### src/rtl/vga_sprite_renderer.sv
// 16x16 1-bpp sprite overlay on a solid background, 2-cycle pipeline with matched syncs.
// Optional SPRITE_SCALE2X_EN enables the 32x32 pixel-doubled window selected by control bit1.
module vga_sprite_renderer #(
   parameter int H_BITS = 10
) (
   input  logic              clk,
   input  logic              reset,
   input  logic              hsync_in,
   input  logic              vsync_in,
   input  logic              display_on_in,
   input  logic [H_BITS-1:0] hpos,
   input  logic [H_BITS-1:0] vpos,
   input  logic              wr_en,
   input  logic [4:0]        wr_addr,
   input  logic [15:0]       wr_data,
   output logic [5:0]        rgb,
   output logic              hsync_out,
   output logic              vsync_out,
   output logic              frame_irq
);

   localparam logic [4:0] ADDR_X     = 5'h10;
   localparam logic [4:0] ADDR_Y     = 5'h11;
   localparam logic [4:0] ADDR_COL   = 5'h12;
   localparam logic [4:0] ADDR_CTRL  = 5'h13;
   localparam logic [4:0] ADDR_IRQCL = 5'h14;

   logic [15:0]       bitmap [16];
   logic [H_BITS-1:0] pend_x, pend_y, act_x, act_y;
   logic [5:0]        pend_fg, pend_bg, act_fg, act_bg;
   logic [1:0]        pend_ctrl, act_ctrl;
   logic              vsync_prev;
   logic              vs_rise;
   logic              irq_clear;

   assign vs_rise   = vsync_in & ~vsync_prev;
   assign irq_clear = wr_en && (wr_addr == ADDR_IRQCL) && wr_data[0];

   // Bitmap is live: no shadow copy, so writes land on the very next pixel.
   always_ff @(posedge clk or posedge reset) begin
      if (reset) begin
         for (int i = 0; i < 16; i++) bitmap[i] <= '0;
      end else if (wr_en && !wr_addr[4]) begin
         bitmap[wr_addr[3:0]] <= wr_data;
      end
   end

   always_ff @(posedge clk or posedge reset) begin
      if (reset) begin
         pend_x    <= '0;
         pend_y    <= '0;
         pend_fg   <= '0;
         pend_bg   <= '0;
         pend_ctrl <= '0;
      end else if (wr_en) begin
         case (wr_addr)
            ADDR_X:    pend_x <= wr_data[H_BITS-1:0];
            ADDR_Y:    pend_y <= wr_data[H_BITS-1:0];
            ADDR_COL: begin
               pend_fg <= wr_data[5:0];
               pend_bg <= wr_data[13:8];
            end
            ADDR_CTRL: pend_ctrl <= wr_data[1:0];
            default: ;
         endcase
      end
   end

   // All shadowed registers move together on the vsync rise so a frame never tears.
   always_ff @(posedge clk or posedge reset) begin
      if (reset) begin
         vsync_prev <= 1'b0;
         act_x      <= '0;
         act_y      <= '0;
         act_fg     <= '0;
         act_bg     <= '0;
         act_ctrl   <= '0;
         frame_irq  <= 1'b0;
      end else begin
         vsync_prev <= vsync_in;
         if (vs_rise) begin
            act_x    <= pend_x;
            act_y    <= pend_y;
            act_fg   <= pend_fg;
            act_bg   <= pend_bg;
            act_ctrl <= pend_ctrl;
         end
         if (vs_rise)        frame_irq <= 1'b1;
         else if (irq_clear) frame_irq <= 1'b0;
      end
   end

   logic [H_BITS-1:0] dx, dy;
   logic              in_x, in_y, hit;
   logic [3:0]        col, row;

   assign dx = hpos - act_x;
   assign dy = vpos - act_y;

`ifdef SPRITE_SCALE2X_EN
   logic scale;
   assign scale = act_ctrl[1];
   assign in_x  = scale ? (dx < H_BITS'(32)) : (dx < H_BITS'(16));
   assign in_y  = scale ? (dy < H_BITS'(32)) : (dy < H_BITS'(16));
   assign col   = scale ? dx[4:1] : dx[3:0];
   assign row   = scale ? dy[4:1] : dy[3:0];
`else
   logic unused_scale;
   assign unused_scale = act_ctrl[1];
   assign in_x = (dx[H_BITS-1:4] == '0);
   assign in_y = (dy[H_BITS-1:4] == '0);
   assign col  = dx[3:0];
   assign row  = dy[3:0];
`endif

   assign hit = act_ctrl[0] & in_x & in_y;

   logic       s1_hit, s1_de, s1_hs, s1_vs;
   logic [3:0] s1_col, s1_row;

   always_ff @(posedge clk or posedge reset) begin
      if (reset) begin
         s1_hit <= 1'b0;
         s1_de  <= 1'b0;
         s1_hs  <= 1'b0;
         s1_vs  <= 1'b0;
         s1_col <= '0;
         s1_row <= '0;
      end else begin
         s1_hit <= hit;
         s1_de  <= display_on_in;
         s1_hs  <= hsync_in;
         s1_vs  <= vsync_in;
         s1_col <= col;
         s1_row <= row;
      end
   end

   // Bit 15 of a row is the leftmost pixel, so column 0 maps to bit 15.
   logic [15:0] row_bits;
   logic        pix_bit;
   assign row_bits = bitmap[s1_row];
   assign pix_bit  = row_bits[4'd15 - s1_col];

   always_ff @(posedge clk or posedge reset) begin
      if (reset) begin
         rgb       <= '0;
         hsync_out <= 1'b0;
         vsync_out <= 1'b0;
      end else begin
         hsync_out <= s1_hs;
         vsync_out <= s1_vs;
         if (!s1_de)                rgb <= '0;
         else if (s1_hit && pix_bit) rgb <= act_fg;
         else                       rgb <= act_bg;
      end
   end

endmodule

### config.mk
export PLATFORM = sky130hd
export DESIGN_NAME = vga_sprite_renderer
export DESIGN_NICKNAME = d
export VERILOG_FILES = /design/src/rtl/vga_sprite_renderer.sv
export SDC_FILE = /design/constraint.sdc
export NUM_CORES = 1
export LEC_CHECK = 0
export CAP_MARGIN = 20
export CORE_ASPECT_RATIO = 0.9
export CORE_MARGIN = 1.5
export CORE_UTILIZATION = 45
export DETAILED_ROUTE_END_ITERATION = 12
export DONT_BUFFER_PORTS = 1
export SLEW_MARGIN = 20
export SYNTH_ARGS = -nofsm -noshare
export SYNTH_HDL_FRONTEND = slang
export SYNTH_SLANG_ARGS = --single-unit
### constraint.sdc
create_clock -name clk -period 16.2 [get_ports clk]
set_input_delay 3.24 -clock clk [delete_from_list [all_inputs] [get_ports clk]]
set_output_delay 3.24 -clock clk [all_outputs]
set_load 0.03 [all_outputs]
==> results.txt, run 1 <==
Status: finished, final reports clean
First-pass iteration count of the detailed router: 5
Footprint of the multi-input gates: 6760 um2
Kind of start point of the critical path: primary input
Congestion Overflow GR: 0
Hold Fails Final Rpt: 0
Internal reg-to-reg setup slack: 12,180 ps
Worst flop-to-flop path endpoint: rgb[3]
Total power: 2560 uW
Net count after synthesis: 1,167
Worst r2r src: s1_row[2]
Most common library cell in the layout ignoring fill and taps: sky130_fd_sc_hd__dfrtp_1
Post-Layout Cell Count: 1,561
Sequential-to-total area share from yosys stat: 0.541
Worst-case clock skew: 10.3 ps
Number of flip-flops and latches in the synthesized netlist: 343
Share of the clock period used by the worst path: 0.315
Cells on Worst Hold Path: 0
Core area: 34,900 um2
Cell types with the largest area share after synthesis: sky130_fd_sc_hd__dfrtp_1 54%, sky130_fd_sc_hd__mux2_2 22%, sky130_fd_sc_hd__mux4_2 6.2%, sky130_fd_sc_hd__mux2i_1 2.0%, sky130_fd_sc_hd__mux4_1 2.0%
Post-route DRC: 0
Share of final-layout standard cells stronger than drive strength 1: 0.398
Setup TNS: 0 ps
Most frequent cells in the layout: 341 x sky130_fd_sc_hd__dfrtp_1, 312 x sky130_fd_sc_hd__mux2_2, 61 x sky130_fd_sc_hd__nand2_1
Total number of clock tree sinks: 343
Per-cell via count in the routed design: 5.66
Worst min-delay path class: reg -> reg
Top-Level Pins: 56
Number of placement rows: 65
Routed wire length per instance: 23.1 um
Synthesis-to-layout area growth: 9.24%
Antenna Diode Count: 0
Total of warnings raised by yosys: 0
Die boundary height: 181 um
Asr flop ratio synth: 1.00
Max transition margin: 0.262
Start point of the critical path: hpos[0]
Via count: 8,840
Area leader, netlist: sky130_fd_sc_hd__dfrtp_1
Terminating pin of the worst hold path: hsync_out
Maximum buffer depth of the clock tree: 3
RSZ-0062 raised after global routing: no
Number of buffers inserted by hold repair at cts: 0
Number of synthesized flops with an enable pin: 0
Worst path required time: 16,590 ps
Count of antenna-violating nets left after detailed routing: 0
Final HPWL from detailed placement: 22,300 um
Final-report max-slew violation count: 0
Max frequency: 196 MHz
CP Class: in -> reg
Port bufs: 0
Number of distinct library cell variants in the gate-level netlist after synthesis: 62
Width of the die: 201 um
CTS H-Tree Depth: 2
Syn Std Cell Area: 15,900 um2
Worst hold start: s1_hs
Clock tree from TritonCTS: built
Post-Place Cell Area: 16,100 um2
Overall Global Routing Usage: 0.206
Most used flip-flop cell after synthesis: sky130_fd_sc_hd__dfrtp_1
Largest net degree at the start of global routing: 125
Routed WL: 36,100 um
Pin slew with the least headroom to its limit: 1100 ps
1st-iter DRT viols: 581
Gate count of the mapped netlist: 1,100
Number of cells in the design after placement: 1,500
Kind of end point of the critical path: register
Clock tree root buffer cell: sky130_fd_sc_hd__clkbuf_16
Number of antenna violations at the first check in global routing: 2
Post-route standard cell area excluding fillers: 17,300 um2
Num CTS Buffers: 37
Last weighted congestion value of the routability-driven placer: 0.791
Worst Reg-to-Reg Cells: 8
Starting utilization of the core area: 0.455
Average instance area after synthesis: 14.4 um2
Minimum clock period: 5110 ps
First-pass GRT wire length: 56,900 um
Area share of the largest cell type after synthesis: 0.541
Clock-pin slew of the registers on the worst-case setup and hold paths: 60 ps
Total Nets Final: 1,137
Total of max-cap violations: 0
Total power per unit cell area: 147 nW/um2
Worst voltage drop across the vdd grid: 0.0794 mV
Post-cts resize count: 0
Die area: 36,400 um2
Clk_lat worst skew: 520 ps
Vias in the first global route: 9,261
Leak: 0.00781 uW
Storage cell area: 8590 um2
Layout filler cell count: 2,947
Critical path fanouts, max: 3
Arrival time worst endpoint: 5510 ps
Count of final setup violators: 0
Setup repair bufs after CTS: 0
## critical path, stage by stage
cell	delay, ps
sky130_fd_sc_hd__inv_1	40
sky130_fd_sc_hd__ha_1	220
sky130_fd_sc_hd__fa_1	400
sky130_fd_sc_hd__nand2b_1	160
sky130_fd_sc_hd__a21boi_0	240
sky130_fd_sc_hd__o21a_1	190
sky130_fd_sc_hd__o21ai_0	90
sky130_fd_sc_hd__or3_1	360
sky130_fd_sc_hd__nor4_1	190
sky130_fd_sc_hd__nand3_1	110
sky130_fd_sc_hd__a2111oi_0	270
## routing by layer
layer,global-route usage,vias up,part of all wire
li1,-,3951,-
met1,0.302,4677,0.48
met2,0.319,175,0.46
met3,0.0375,37,0.050
met4,0.0448,0,0.012
met5,0,-,0
## kinds of logic after synthesis
group	count (synthesis)	share of synthesized area
xor gates and xnor gates	11	0.00607
buffers and inverters	110	0.0352
AOI/OAI and AO/OA	87	0.0374
DFF	343	0.541
adders and majority gates	20	0.0167
muxes	400	0.324
and+or+nand+nor	129	0.0398
## through the flow
stage / utilization / hold WS (ps) / worst slack [ps]
4_1_cts: 0.497 / 345 / 11100
6_report: 0.497 / 346 / 11090
2_1_floorplan: - / 331 / 3450
3_3_place_gp: 0.463 / 344 / 10590
5_1_grt: 0.497 / 347 / 10720
3_5_place_dp: 0.463 / 337 / 10560
## synth_stat cells (2+ instances only)
cell / number
sky130_fd_sc_hd__a21o_1: 7
sky130_fd_sc_hd__nand2_1: 61
sky130_fd_sc_hd__o311ai_0: 2
sky130_fd_sc_hd__nor2b_1: 11
sky130_fd_sc_hd__a211oi_1: 3
sky130_fd_sc_hd__a2111oi_0: 6
sky130_fd_sc_hd__and2_1: 2
sky130_fd_sc_hd__mux2i_1: 32
sky130_fd_sc_hd__o21a_1: 2
sky130_fd_sc_hd__a21oi_1: 14
sky130_fd_sc_hd__ha_1: 18
sky130_fd_sc_hd__nor3b_1: 2
sky130_fd_sc_hd__buf_1: 7
sky130_fd_sc_hd__fa_1: 2
sky130_fd_sc_hd__nand3_1: 7
sky130_fd_sc_hd__o21ai_0: 28
sky130_fd_sc_hd__or3_1: 2
sky130_fd_sc_hd__mux4_2: 44
sky130_fd_sc_hd__inv_1: 29
sky130_fd_sc_hd__buf_2: 3
sky130_fd_sc_hd__nor2_1: 10
sky130_fd_sc_hd__or2_2: 2
sky130_fd_sc_hd__nor3_1: 11
sky130_fd_sc_hd__o22ai_1: 5
sky130_fd_sc_hd__xor2_1: 10
sky130_fd_sc_hd__dfrtp_1: 343
sky130_fd_sc_hd__o211ai_1: 2
sky130_fd_sc_hd__clkbuf_1: 50
sky130_fd_sc_hd__a211o_1: 2
sky130_fd_sc_hd__nor4_1: 2
sky130_fd_sc_hd__nand2b_1: 4
sky130_fd_sc_hd__buf_4: 5
sky130_fd_sc_hd__mux4_1: 12
sky130_fd_sc_hd__a31oi_1: 4
sky130_fd_sc_hd__nand3b_1: 3
sky130_fd_sc_hd__buf_6: 13
sky130_fd_sc_hd__nand4_1: 4
sky130_fd_sc_hd__mux2_2: 312
## report_power, final
| part | internal, uW | total (uW) | switching (uW) | leakage, uW |
|---|---|---|---|---|
| clock network | 514 | 845 | 331 | 0.000580 |
| logic | 311 | 564 | 253 | 0.00286 |
| registers | 1030 | 1150 | 118 | 0.00437 |
| total | 1850 | 2560 | 702 | 0.00781 |
## how the worst max path moves through the flow
stage,endpoint,cells past startpoint
6_report,s1_hit,11
3_5_place_dp,s1_hit,11
5_1_grt,s1_hit,11
3_3_place_gp,s1_hit,12
2_1_floorplan,act_bg[0],1
4_1_cts,s1_hit,11
## layout make-up
type | instances | share of cell area
sequential | 343 | 0.495
clock buffer | 52 | 0.0584
timing repair buffer | 12 | 0.00541
tap | 469 | 0.0339
inverter | 29 | 0.00671
clock inverter | 9 | 0.0102
multi-input combinational | 647 | 0.390
## sequential cells by signal, summed over array words and instances, names as in the netlist, 4 cells and up
name,cells
bitmap,256
act_x,10
act_y,10
pend_x,10
pend_y,10
act_bg,6
act_fg,6
pend_bg,6
pend_fg,6
rgb,6
s1_col,4
s1_row,4
(Power assumes the default switching activity.)
==> inputs of run 2 (changes only) <==
--- a/config.mk
+++ b/config.mk
@@ -5,6 +5,7 @@
 export SDC_FILE = /design/constraint.sdc
 export NUM_CORES = 1
 export LEC_CHECK = 0
+export ABC_AREA = 1
 export CAP_MARGIN = 20
 export CORE_ASPECT_RATIO = 0.9
 export CORE_MARGIN = 1.5
==> constraint.sdc (replaced) <==
create_clock -name clk -period 4.8 [get_ports clk]
set_input_delay 0.96 -clock clk [delete_from_list [all_inputs] [get_ports clk]]
set_output_delay 0.96 -clock clk [all_outputs]
set_load 0.03 [all_outputs]
==> run 2 against run 1 <==
Combinational power increased to 3.6 times the previous value. Clock-buffer cell count increased by 2. Critical path depth increased by 4. Cell count is 48% higher. Via count is 43% higher. Core utilization grew 0.48 points. Sequential share of layout area grew 0.65 points. Sequential power grew to 3.3 times the previous value. Largest cell class unchanged.
==> results.txt, run 2 <==
1st-iter DRT viols: 1,190
Post-Layout Cell Count: 2,305
Clk_lat worst skew: 540 ps
Final-report max-slew violation count: 0
Congestion Overflow GR: 0
Critical path fanouts, max: 68
Worst hold start: s1_hs
Critical path's largest stage delay: 690 ps
CP Class: reg -> reg
Arrival time worst endpoint: 3610 ps
First-pass iteration count of the detailed router: 6
Total of max-cap violations: 0
Simple-gate area share of the yosys netlist: 0.249
Area share of the largest cell type after synthesis: 0.549
Antenna Diode Count: 0
Hold Fails Final Rpt: 0
Last weighted congestion value of the routability-driven placer: 0.814
Flip-flop count of the largest register, all copies and words added: 256
Status: finished, final reports clean
Final WS setup: 1620 ps
Worst min-delay path class: reg -> reg
Number of synthesized flops with an enable pin: 0
Most common library cell in the layout ignoring fill and taps: sky130_fd_sc_hd__nand2_1
Maximum buffer depth of the clock tree: 3
Top Layer Used: met5
Clock tree from TritonCTS: built
Most frequent cells in the layout: 615 x sky130_fd_sc_hd__nand2_1, 341 x sky130_fd_sc_hd__dfrtp_1, 295 x sky130_fd_sc_hd__o21ai_0
Post-synthesis share of cell area spent on full adders, half adders and majority gates: 0.0170
Final HPWL from detailed placement: 26,000 um
Smallest hold slack: 350 ps
Total number of clock tree sinks: 343
Starting utilization of the core area: 0.458
Clock tree root buffer cell: sky130_fd_sc_hd__clkbuf_16
Slowest cell on the critical path: sky130_fd_sc_hd__dfrtp_4
Internal reg-to-reg setup slack: 1620 ps
Syn Std Cell Area: 15,600 um2
Combinational family with the most area after synthesis: simple AND/OR/NAND/NOR gates
Cells on Worst Hold Path: 0
Worst voltage drop across the vdd grid: 0.300 mV
Total met2 wirelength after detailed routing: 18,500 um
Width of the die: 199 um
Max frequency: 314 MHz
Worst path required time: 5230 ps
Minimum clock period: 3180 ps
Average instance area after synthesis: 8.31 um2
Total of warnings raised by yosys: 0
Routed wire length per instance: 19.1 um
Max transition margin: 0.294
Gate count of the mapped netlist: 1,881
Kind of start point of the critical path: register
Top-Level Pins: 56
Worst slack, placed: 1650 ps
Post-route DRC: 0
Number of distinct library cell variants in the gate-level netlist after synthesis: 28
Pin slew with the least headroom to its limit: 1060 ps
Routed wl met3: 3680 um
Per-cell via count in the routed design: 5.50
Via count: 12,700
Worst flop-to-flop path endpoint: rgb[1]
Share of the clock period used by the worst path: 0.663
Asr flop ratio synth: 1.00
Leak: 0.00813 uW
Worst-case clock skew: 20.8 ps
Num CTS Buffers: 37
Core area: 34,100 um2
Synthesis-to-layout area growth: 9.47%
Total power: 8740 uW
Largest net degree at the start of global routing: 173
Routed WL: 44,000 um
Cell types with the largest area share after synthesis: sky130_fd_sc_hd__dfrtp_1 55%, sky130_fd_sc_hd__nand2_1 15%, sky130_fd_sc_hd__o21ai_0 9.4%, sky130_fd_sc_hd__nand3_1 8.4%, sky130_fd_sc_hd__clkbuf_1 2.0%
XOR/XNOR Fraction of Synth Area: 0.00841
Number of antenna violations at the first check in global routing: 2
Port bufs: 0
Largest register by flop count: bitmap
Number of flip-flops and latches in the synthesized netlist: 343
Total Nets Final: 1,882
Die boundary height: 180 um
Clock-pin slew of the registers on the worst-case setup and hold paths: 60 ps
Most frequently used cell type in the post-synthesis netlist: sky130_fd_sc_hd__nand2_1
Cell mode on critical path: sky130_fd_sc_hd__nand3_1
Total power per unit cell area: 511 nW/um2
Count of antenna-violating nets left after detailed routing: 0
Mux contribution to synthesized area: 0.00793
Number of buffers inserted by hold repair at cts: 0
Compound-Gate Fraction of Synth Area: 0.111
Post-cts resize count: 0
First-pass GRT wire length: 70,400 um
Worst r2r src: s1_row[0]
Area leader, netlist: sky130_fd_sc_hd__dfrtp_1
RSZ-0062 raised after global routing: no
Number of placement rows: 64
Routed length on met1: 20,900 um
Core Util, Final: 0.502
Overall Global Routing Usage: 0.254
Net count after synthesis: 1,948
Setup repair bufs after CTS: 0
Number of cells in the design after placement: 2,238
Most used flip-flop cell after synthesis: sky130_fd_sc_hd__dfrtp_1
Terminating pin of the worst hold path: hsync_out
Cell Chain, Critical Path: inv_4 > buf_12 > nand2_1 > nand3_1 > nand3_1 > nand3_1 > nand2_1 > nand2_1 > nand3_1 > nand3_1 > nand3_1 > nand2_2 > nand3_1 > nand2_1 > nor2_1
Vias in the first global route: 12,200
CTS H-Tree Depth: 2
Worst Reg-to-Reg Cells: 15
Sequential-to-total area share from yosys stat: 0.549
Kind of end point of the critical path: register
Top cell types by occurrence after synthesis: 620 x sky130_fd_sc_hd__nand2_1, 343 x sky130_fd_sc_hd__dfrtp_1, 295 x sky130_fd_sc_hd__o21ai_0, 262 x sky130_fd_sc_hd__nand3_1, 84 x sky130_fd_sc_hd__clkbuf_1
Die area: 35,900 um2
Count of final setup violators: 0
Share of final-layout standard cells stronger than drive strength 1: 0.0591
## run 2: cell types whose count changed in the layout (fill, tap and decap cells not counted), moves of 32 or more
cell	delta
sky130_fd_sc_hd__nand3_1	+255
sky130_fd_sc_hd__inv_1	+50
sky130_fd_sc_hd__mux2_2	-301
sky130_fd_sc_hd__mux2i_1	-32
sky130_fd_sc_hd__o21ai_0	+267
sky130_fd_sc_hd__mux4_2	-44
sky130_fd_sc_hd__nand2_1	+554
## run 2: logic make-up after synthesis
family,Yosys count
muxes,11
and+or+nand+nor,937
DFF,343
adders and majority gates,20
buffers and inverters,213
xor gates and xnor gates,15
AOI/OAI and AO/OA,342
## run 2: metal layers
metal | global-route usage | vias to the layer above
met5 | 0 | -
met4 | 0.0635 | 2
met3 | 0.0632 | 62
met2 | 0.363 | 422
met1 | 0.384 | 6161
li1 | - | 6022
## run 2: final cells by class
class | count | area, um2
Clock inverter | 13 | 153
Timing Repair Buffer | 27 | 240
Tap cell | 462 | 578
Sequential cell | 343 | 8590
Inverter | 81 | 310
Clock buffer | 54 | 1090
Multi-Input combinational cell | 1325 | 6150
Fill cell | 3304 | 17000
## run 2: metrics by stage
step | area, um2 | TNS, ps
3_5_place_dp | 15900 | 0
5_1_grt | 17100 | 0
6_report | 17100 | 0
4_1_cts | 17100 | 0
3_3_place_gp | 15900 | 0
2_1_floorplan | 15600 | -256740
## run 2: worst max path at each step
| stage | cells after the start | startpoint | slack, ps | endpoint |
|---|---|---|---|---|
| finish | 15 | s1_row[0] | 1620 | rgb[1] |
| floorplan | 1 | reset | -750 | act_bg[0] |
| global route | 15 | s1_row[0] | 1330 | rgb[1] |
| detailed placement | 15 | s1_row[0] | 1650 | rgb[1] |
| CTS | 15 | s1_row[0] | 1660 | rgb[1] |
| global placement | 15 | s1_row[0] | 1670 | rgb[2] |
## run 2: critical path: cells and delay by family, from the launching register on
family / cells / cell delay (ps)
buffers and inverters: 2 / 1000
flip-flops: 1 / 690
AND/OR/NAND/NOR: 13 / 1350
## run 2: power breakdown
part / total, uW / switching [uW] / internal (uW) / leakage [uW]
clock: 2930 / 1180 / 1750 / 0.000609
combinational: 2040 / 1360 / 683 / 0.00311
sequential: 3780 / 350 / 3430 / 0.00441
total: 8740 / 2890 / 5860 / 0.00813
